[config.mk]
export PLATFORM = sky130hd
export DESIGN_NAME = melody_sequencer
export DESIGN_NICKNAME = d
export VERILOG_FILES = /design/src/rtl/melody_sequencer.sv
export SDC_FILE = /design/constraint.sdc
export NUM_CORES = 1
export LEC_CHECK = 0
export BUFFER_PORTS_ARGS = -buffer_cell sky130_fd_sc_hd__buf_2
export CAP_MARGIN = 20
export CORE_ASPECT_RATIO = 0.75
export CORE_MARGIN = 2
export CORE_UTILIZATION = 45
export CTS_BUF_LIST = sky130_fd_sc_hd__clkbuf_16
export DETAILED_ROUTE_END_ITERATION = 6
export GPL_TIMING_DRIVEN = 0
export HOLD_SLACK_MARGIN = 0.1
export PLACE_DENSITY_LB_ADDON = 0.08
export SYNTH_ARGS = -nofsm -noshare
export SYNTH_HDL_FRONTEND = slang
export SYNTH_SLANG_ARGS = --single-unit
[constraint.sdc]
create_clock -name clk -period 7.04 [get_ports clk]
set_input_delay 0.352 -clock clk [delete_from_list [all_inputs] [get_ports clk]]
set_output_delay 0.352 -clock clk [all_outputs]
set_load 0.03 [all_outputs]
[src/rtl/melody_sequencer.sv]
// Multi-voice step sequencer: shared playhead with programmable tempo, loop length
// and gate length, plus live recording of gate/degree into the current step.
module melody_sequencer #(
  parameter int STEPS     = 16,
  parameter int VOICES    = 2,
  parameter int DEG_WIDTH = 4,
  parameter int TDW       = 24,
  parameter int SW        = $clog2(STEPS),
  parameter int VW        = (VOICES > 1) ? $clog2(VOICES) : 1
) (
  input  logic                          clk,
  input  logic                          rst,
  input  logic                          run,
  input  logic                          restart,
  input  logic [TDW-1:0]                tempo_div,
  input  logic [TDW-1:0]                gate_len,
  input  logic [SW:0]                   length,
  input  logic [VW-1:0]                 rec_voice,
  input  logic                          rec_set,
  input  logic                          rec_clear,
  input  logic [DEG_WIDTH-1:0]          rec_degree,
  output logic [SW-1:0]                 step_idx,
  output logic                          step_tick,
  output logic [VOICES-1:0]             gate,
  output logic [VOICES*DEG_WIDTH-1:0]   scale_degree
);

  localparam logic [SW:0] STEPS_W = (SW+1)'(STEPS);

  logic [STEPS-1:0]     pat_gate [VOICES];
  logic [DEG_WIDTH-1:0] pat_deg  [VOICES][STEPS];

  logic [TDW-1:0]       tick_cnt;
  logic [TDW-1:0]       tick_nxt;
  logic [SW-1:0]        step_nxt;
  logic [SW-1:0]        step_adv;
  logic                 tick_pulse;
  logic [SW:0]          eff_last;

  logic [VOICES-1:0]    wr_voice;
  logic                 wr_gate_val;
  logic                 wr_deg;

  logic                 sel_gate [VOICES];
  logic [DEG_WIDTH-1:0] sel_deg  [VOICES];
  logic [VOICES-1:0]    gate_nxt;
  logic [VOICES*DEG_WIDTH-1:0] deg_nxt;

  // Last active step index; out-of-range lengths fall back to the full pattern.
  always_comb begin
    if ((length == '0) || (length > STEPS_W))
      eff_last = STEPS_W - (SW+1)'(1);
    else
      eff_last = length - (SW+1)'(1);
  end

  assign step_adv = ({1'b0, step_idx} >= eff_last) ? '0 : step_idx + SW'(1);

  always_comb begin
    tick_nxt   = tick_cnt;
    step_nxt   = step_idx;
    tick_pulse = 1'b0;
    if (restart) begin
      tick_nxt = '0;
      step_nxt = '0;
    end else if (run) begin
      if (tick_cnt >= tempo_div) begin
        tick_nxt   = '0;
        step_nxt   = step_adv;
        tick_pulse = 1'b1;
      end else begin
        tick_nxt = tick_cnt + TDW'(1);
      end
    end
  end

  // Clear wins over set; a voice index with no matching voice writes nothing.
  assign wr_gate_val = ~rec_clear;
  assign wr_deg      = rec_set & ~rec_clear;

  always_comb begin
    wr_voice = '0;
    for (int v = 0; v < VOICES; v++)
      wr_voice[v] = (rec_set | rec_clear) && (rec_voice == VW'(v));
  end

  // Outputs are computed from the post-edge playhead and pattern, so a write
  // into the step being displayed is forwarded rather than shown one edge late.
  always_comb begin
    gate_nxt = '0;
    deg_nxt  = '0;
    for (int v = 0; v < VOICES; v++) begin
      sel_gate[v] = pat_gate[v][step_nxt];
      sel_deg[v]  = pat_deg[v][step_nxt];
      if (wr_voice[v] && (step_nxt == step_idx)) begin
        sel_gate[v] = wr_gate_val;
        if (wr_deg)
          sel_deg[v] = rec_degree;
      end
      gate_nxt[v] = run & sel_gate[v] & (tick_nxt < gate_len);
      deg_nxt[v*DEG_WIDTH +: DEG_WIDTH] = sel_deg[v];
    end
  end

  always_ff @(posedge clk) begin
    if (rst) begin
      tick_cnt     <= '0;
      step_idx     <= '0;
      step_tick    <= 1'b0;
      gate         <= '0;
      scale_degree <= '0;
      for (int v = 0; v < VOICES; v++) begin
        pat_gate[v] <= '0;
        for (int s = 0; s < STEPS; s++)
          pat_deg[v][s] <= '0;
      end
    end else begin
      tick_cnt     <= tick_nxt;
      step_idx     <= step_nxt;
      step_tick    <= tick_pulse;
      gate         <= gate_nxt;
      scale_degree <= deg_nxt;
      for (int v = 0; v < VOICES; v++) begin
        if (wr_voice[v]) begin
          pat_gate[v][step_idx] <= wr_gate_val;
          if (wr_deg)
            pat_deg[v][step_idx] <= rec_degree;
        end
      end
    end
  end

endmodule

==> report_table.html <==
<table>
<tr><th>Metric</th><th>Value</th></tr>
<tr><th colspan="2">Logic synthesis</th></tr>
<tr><td>Mapped cell area</td><td>11,500 um^2</td></tr>
<tr><td>FF+latch count, synth</td><td>199</td></tr>
<tr><td>Cell accounting for the most synthesized area</td><td>sky130_fd_sc_hd__edfxtp_1</td></tr>
<tr><td>Nets in the synthesized netlist</td><td>1,239</td></tr>
<tr><td>Sequential share of the synthesized area</td><td>48.4%</td></tr>
<tr><td>Count of cell types in the netlist</td><td>a little over 80</td></tr>
<tr><td>Commonest cells in the netlist</td><td>160 x sky130_fd_sc_hd__edfxtp_1, 95 x sky130_fd_sc_hd__nor2_1, 79 x sky130_fd_sc_hd__and3_1</td></tr>
<tr><td>Synth Area per Inst</td><td>a little over 10 um^2</td></tr>
<tr><td>Count of synthesis-stage warnings from yosys</td><td>0</td></tr>
<tr><td>Most common cell in the netlist</td><td>sky130_fd_sc_hd__edfxtp_1</td></tr>
<tr><td>Fraction of registers with async set/reset</td><td>0%</td></tr>
<tr><td>Number of synthesized flops with an enable pin</td><td>160</td></tr>
<tr><td>Largest cells by area after synthesis</td><td>sky130_fd_sc_hd__edfxtp_1 42%, sky130_fd_sc_hd__dfxtp_1 6.8%, sky130_fd_sc_hd__ha_1 6.3%</td></tr>
<tr><td>Synthesized instance count</td><td>1,117</td></tr>
<tr><td>Top-area cell type share of the netlist area</td><td>41.6%</td></tr>
<tr><td>Primary FF master, synth</td><td>sky130_fd_sc_hd__edfxtp_1</td></tr>
<tr><th colspan="2">Die</th></tr>
<tr><td>Top-Level Pins</td><td>79</td></tr>
<tr><td>Vertical extent of the die</td><td>143 um</td></tr>
<tr><td>Die area</td><td>27,000 um^2</td></tr>
<tr><td>Cell row count</td><td>50</td></tr>
<tr><td>Std-Cell Core Area</td><td>25,100 um^2</td></tr>
<tr><td>Die outline width</td><td>189 um</td></tr>
<tr><td>Starting density of the core</td><td>46.0%</td></tr>
<tr><th colspan="2">STA</th></tr>
<tr><td>Crit path setup slack, layout</td><td>1.65 ns</td></tr>
<tr><td>Worst rel slew slack</td><td>34.1%</td></tr>
<tr><td>Final cycle utilization of the critical path</td><td>76.5%</td></tr>
<tr><td>Shortest clock period the worst path allows after layout</td><td>5.39 ns</td></tr>
<tr><td>Final setup violation count</td><td>0</td></tr>
<tr><td>RSZ-0062 raised after global routing</td><td>false</td></tr>
<tr><td>Setup TNS</td><td>0 ns</td></tr>
<tr><td>Max-slew violation total from the final report</td><td>0</td></tr>
<tr><td>Fin. Hold Viols</td><td>0</td></tr>
<tr><td>Clk_skew</td><td>0.0154 ns</td></tr>
<tr><td>Worst Tran Pin Value</td><td>approximately 0.99 ns</td></tr>
<tr><td>Achievable Freq</td><td>186 MHz</td></tr>
<tr><th colspan="2">Placed design</th></tr>
<tr><td>Total of buffers placed on input and output ports</td><td>76</td></tr>
<tr><td># placed instances</td><td>1,532</td></tr>
<tr><td>Final weighted congestion of routability-driven global placement</td><td>around 0.89</td></tr>
<tr><td>Half-perimeter wire length of the detailed placement result</td><td>approximately 26 mm</td></tr>
<tr><td>Worst slack at placement</td><td>1.58 ns</td></tr>
<tr><th colspan="2">Layout</th></tr>
<tr><td>Number of fill cells</td><td>2,337</td></tr>
<tr><td>Layout cell share with drive strength beyond 1</td><td>14.6%</td></tr>
<tr><td>Post-layout util</td><td>51.6%</td></tr>
<tr><td>Area growth, synth to finish</td><td>12.1%</td></tr>
<tr><td>Final layout net count</td><td>1,335</td></tr>
<tr><td>Number of non-filler instances in the completed layout</td><td>1,565</td></tr>
<tr><th colspan="2">Power</th></tr>
<tr><td>Max VDD drop</td><td>0.000175 V</td></tr>
<tr><td>Sw frac</td><td>24.2%</td></tr>
<tr><td>Power Total</td><td>2.50 mW</td></tr>
<tr><td>Pwr Density</td><td>slightly below 200 nW/um^2</td></tr>
<tr><td>Relative contribution of the clock network to total power</td><td>39.9%</td></tr>
<tr><td>Sequential share of power</td><td>52.8%</td></tr>
<tr><td>Part of the power in combinational logic</td><td>7.3%</td></tr>
<tr><td>Static leakage</td><td>5.48 nW</td></tr>
<tr><td>NetSw</td><td>~600 uW</td></tr>
<tr><td>Total internal power</td><td>about 1.9 mW</td></tr>
<tr><th colspan="2">Clock network</th></tr>
<tr><td>H-tree levels</td><td>4</td></tr>
<tr><td>Post-CTS Setup Repair Bufs</td><td>0</td></tr>
<tr><td>Clock insertion delay at the later pin of the skew report</td><td>around 0.46 ns</td></tr>
<tr><td>Root Buffer</td><td>sky130_fd_sc_hd__clkbuf_16</td></tr>
<tr><td>CTS max path bufs</td><td>2</td></tr>
<tr><td>Number of gates resized after CTS</td><td>0</td></tr>
<tr><td>Number of clock buffers inserted by TritonCTS</td><td>17</td></tr>
<tr><td>Hold_buf cts</td><td>0</td></tr>
<tr><td>Clock slew seen by the registers of the worst setup and hold paths</td><td>0.08 ns</td></tr>
<tr><td>CTS tree</td><td>built</td></tr>
<tr><td>Sinks on Clock Net</td><td>199</td></tr>
<tr><th colspan="2">GRT</th></tr>
<tr><td>Initial antenna violation count</td><td>0</td></tr>
<tr><td>Pin count of the biggest net entering global routing</td><td>23</td></tr>
<tr><td>Grt total ovfl</td><td>0</td></tr>
<tr><td>First-pass GRT wire length</td><td>53.1 mm</td></tr>
<tr><td>Via count of the first global-routing pass</td><td>8,812</td></tr>
<tr><td>GRT Util Overall</td><td>26.7%</td></tr>
<tr><th colspan="2">Drt</th></tr>
<tr><td>DRT iter0 DRCs</td><td>1,089</td></tr>
<tr><td>Pre-Repair DR Iteration Count</td><td>6</td></tr>
<tr><td>Number of nets with antenna violations after detailed routing</td><td>0</td></tr>
<tr><td>Per-cell via count in the routed design</td><td>5.85</td></tr>
<tr><td>DRC violations left</td><td>0</td></tr>
<tr><td>Routed wire length per instance</td><td>22.4 um</td></tr>
<tr><td>Routed WL</td><td>35.0 mm</td></tr>
<tr><td>Vias</td><td>just over 9,000</td></tr>
<tr><th colspan="2">Worst setup path</th></tr>
<tr><td>Worst setup EP type</td><td>flop</td></tr>
<tr><td>CP dominant cell by count</td><td>sky130_fd_sc_hd__a21o_1</td></tr>
<tr><td>Top fanout value on the critical path</td><td>10</td></tr>
<tr><td>Critical path data required time</td><td>7.42 ns</td></tr>
<tr><td>Stage delay of the slowest cell on the critical path</td><td>approximately 0.49 ns</td></tr>
<tr><td>Chain of cells forming the critical path</td><td>ha_1, nand4_2, nor4_2, nand2_1, o21ai_2, o21ai_2, nand2_1, clkbuf_1, nor2_1, ha_1, a21o_1, a21o_1, a21o_1, a21o_1, a211oi_1, o21ai_0, a31oi_1, o31a_1, o2111ai_1, o2bb2ai_1</td></tr>
<tr><td>Crit path DAT</td><td>5.76 ns</td></tr>
<tr><td>Highest-delay cell along the critical path</td><td>sky130_fd_sc_hd__nor4_2</td></tr>
<tr><td>Critical path class</td><td>reg -&gt; reg</td></tr>
<tr><td>Kind of start point of the critical path</td><td>flop</td></tr>
<tr><th colspan="2">Worst hold path</th></tr>
<tr><td>Hold Path Class</td><td>in -&gt; reg</td></tr>
<tr><th colspan="2">Job</th></tr>
<tr><td>Max-cap check violation count</td><td>0</td></tr>
<tr><th colspan="2">Run status</th></tr>
<tr><td>Result of the run</td><td>complete, no violations</td></tr>
</table>
sequential cells by signal, summed over array words and instances (netlist names):
name	flops
gate	2
pat_deg	128
pat_gate	32
scale_degree	8
step_idx	4
step_tick	1
tick_cnt	24
cell families (layout without fill, tap and decap cells):
family                     after synthesis  after routing  synth area share [%]
buffers and inverters                  137            246                  5.13
other                                    0              1                     0
DFF                                    199            199                  48.4
and+or+nand+nor                        450            450                  20.8
xor gates and xnor gates                26             26                  1.97
AOI/OAI and AO/OA                      223            223                  15.1
muxes                                   24             24                  2.37
adders and majority gates               58             58                  6.28
placed cells by master (no fill, tap or decap), types with 33 or more instances in the layout:
| cell type | instances |
|---|---|
| sky130_fd_sc_hd__dfxtp_1 | 39 |
| sky130_fd_sc_hd__inv_1 | 62 |
| sky130_fd_sc_hd__nor3_1 | 33 |
| sky130_fd_sc_hd__nand2_1 | 64 |
| sky130_fd_sc_hd__edfxtp_1 | 160 |
| sky130_fd_sc_hd__and3_1 | 79 |
| sky130_fd_sc_hd__ha_1 | 58 |
| sky130_fd_sc_hd__clkbuf_1 | 53 |
| sky130_fd_sc_hd__and2_1 | 72 |
| sky130_fd_sc_hd__a21o_1 | 51 |
| sky130_fd_sc_hd__buf_2 | 85 |
| sky130_fd_sc_hd__nor2_1 | 95 |
through the flow:
stage / hold WS (ns) / cell area (um^2)
after CTS: 0.319 / 12900
after floorplan: 0.546 / 11500
after detailed placement: 0.614 / 12400
after global routing: 0.346 / 12900
after global placement: 0.598 / 12400
final: 0.336 / 13000
critical path: cells and delay by family (launching register included):
family                     cells  cell delay [ns]
AOI/OAI and AO/OA             12             2.50
and+or+nand+nor                5             1.34
adders and majority gates      2             0.66
buffers and inverters          1             0.45
DFF                            1             0.35
final cells by class:
cell class / instances / area (um^2) / share of cell area, %
flip-flops and latches: 199 / 5590 / 43.1
clock buffers: 17 / 425 / 3.28
clock inverters: 15 / 153 / 1.18
multi-input cells: 781 / 5380 / 41.5
inverters: 62 / 233 / 1.80
plain buffers: 75 / 360 / 2.78
repair buffers: 77 / 392 / 3.02
diodes: 1 / 2.50 / 0.0193
well taps: 338 / 423 / 3.27
worst paths after layout:
| kind | startpoint | end | slack (ns) | cells after the start |
|---|---|---|---|---|
| worst min register to register | tick_cnt[13]$_SDFF_PP0_ | tick_cnt[13]$_SDFF_PP0_ | 0.62 | 2 |
| worst max register to register | tick_cnt[23]$_SDFF_PP0_ | gate[0]$_SDFF_PP0_ | 1.65 | 20 |
| worst min-delay path | rec_clear | pat_gate[0][19]$_DFFE_PP_ | 0.34 | 2 |
| worst max-delay path | tick_cnt[23]$_SDFF_PP0_ | gate[0]$_SDFF_PP0_ | 1.65 | 20 |
power groups by stage:
stage          Clock [mW]  Combinational (mW)  Sequential [mW]
5_1_grt              1.05               0.201             1.32
3_5_place_dp            0               0.182             1.34
4_1_cts              1.00               0.183             1.32
3_3_place_gp            0               0.178             1.34
6_report            0.997               0.183             1.32
2_1_floorplan           0               0.103             1.35
metal layers:
metal | vias to the layer above | global-route usage [%] | part of all wire (%) | wire length, um
met5 | - | 0 | 0 | 0
met4 | 0 | 7.85 | 2.0 | 697
met1 | 4416 | 40.8 | 48 | 16800
met3 | 57 | 5.36 | 9.1 | 3200
li1 | 4285 | - | - | -
met2 | 398 | 37.7 | 41 | 14300
(Power assumes the default switching activity.)
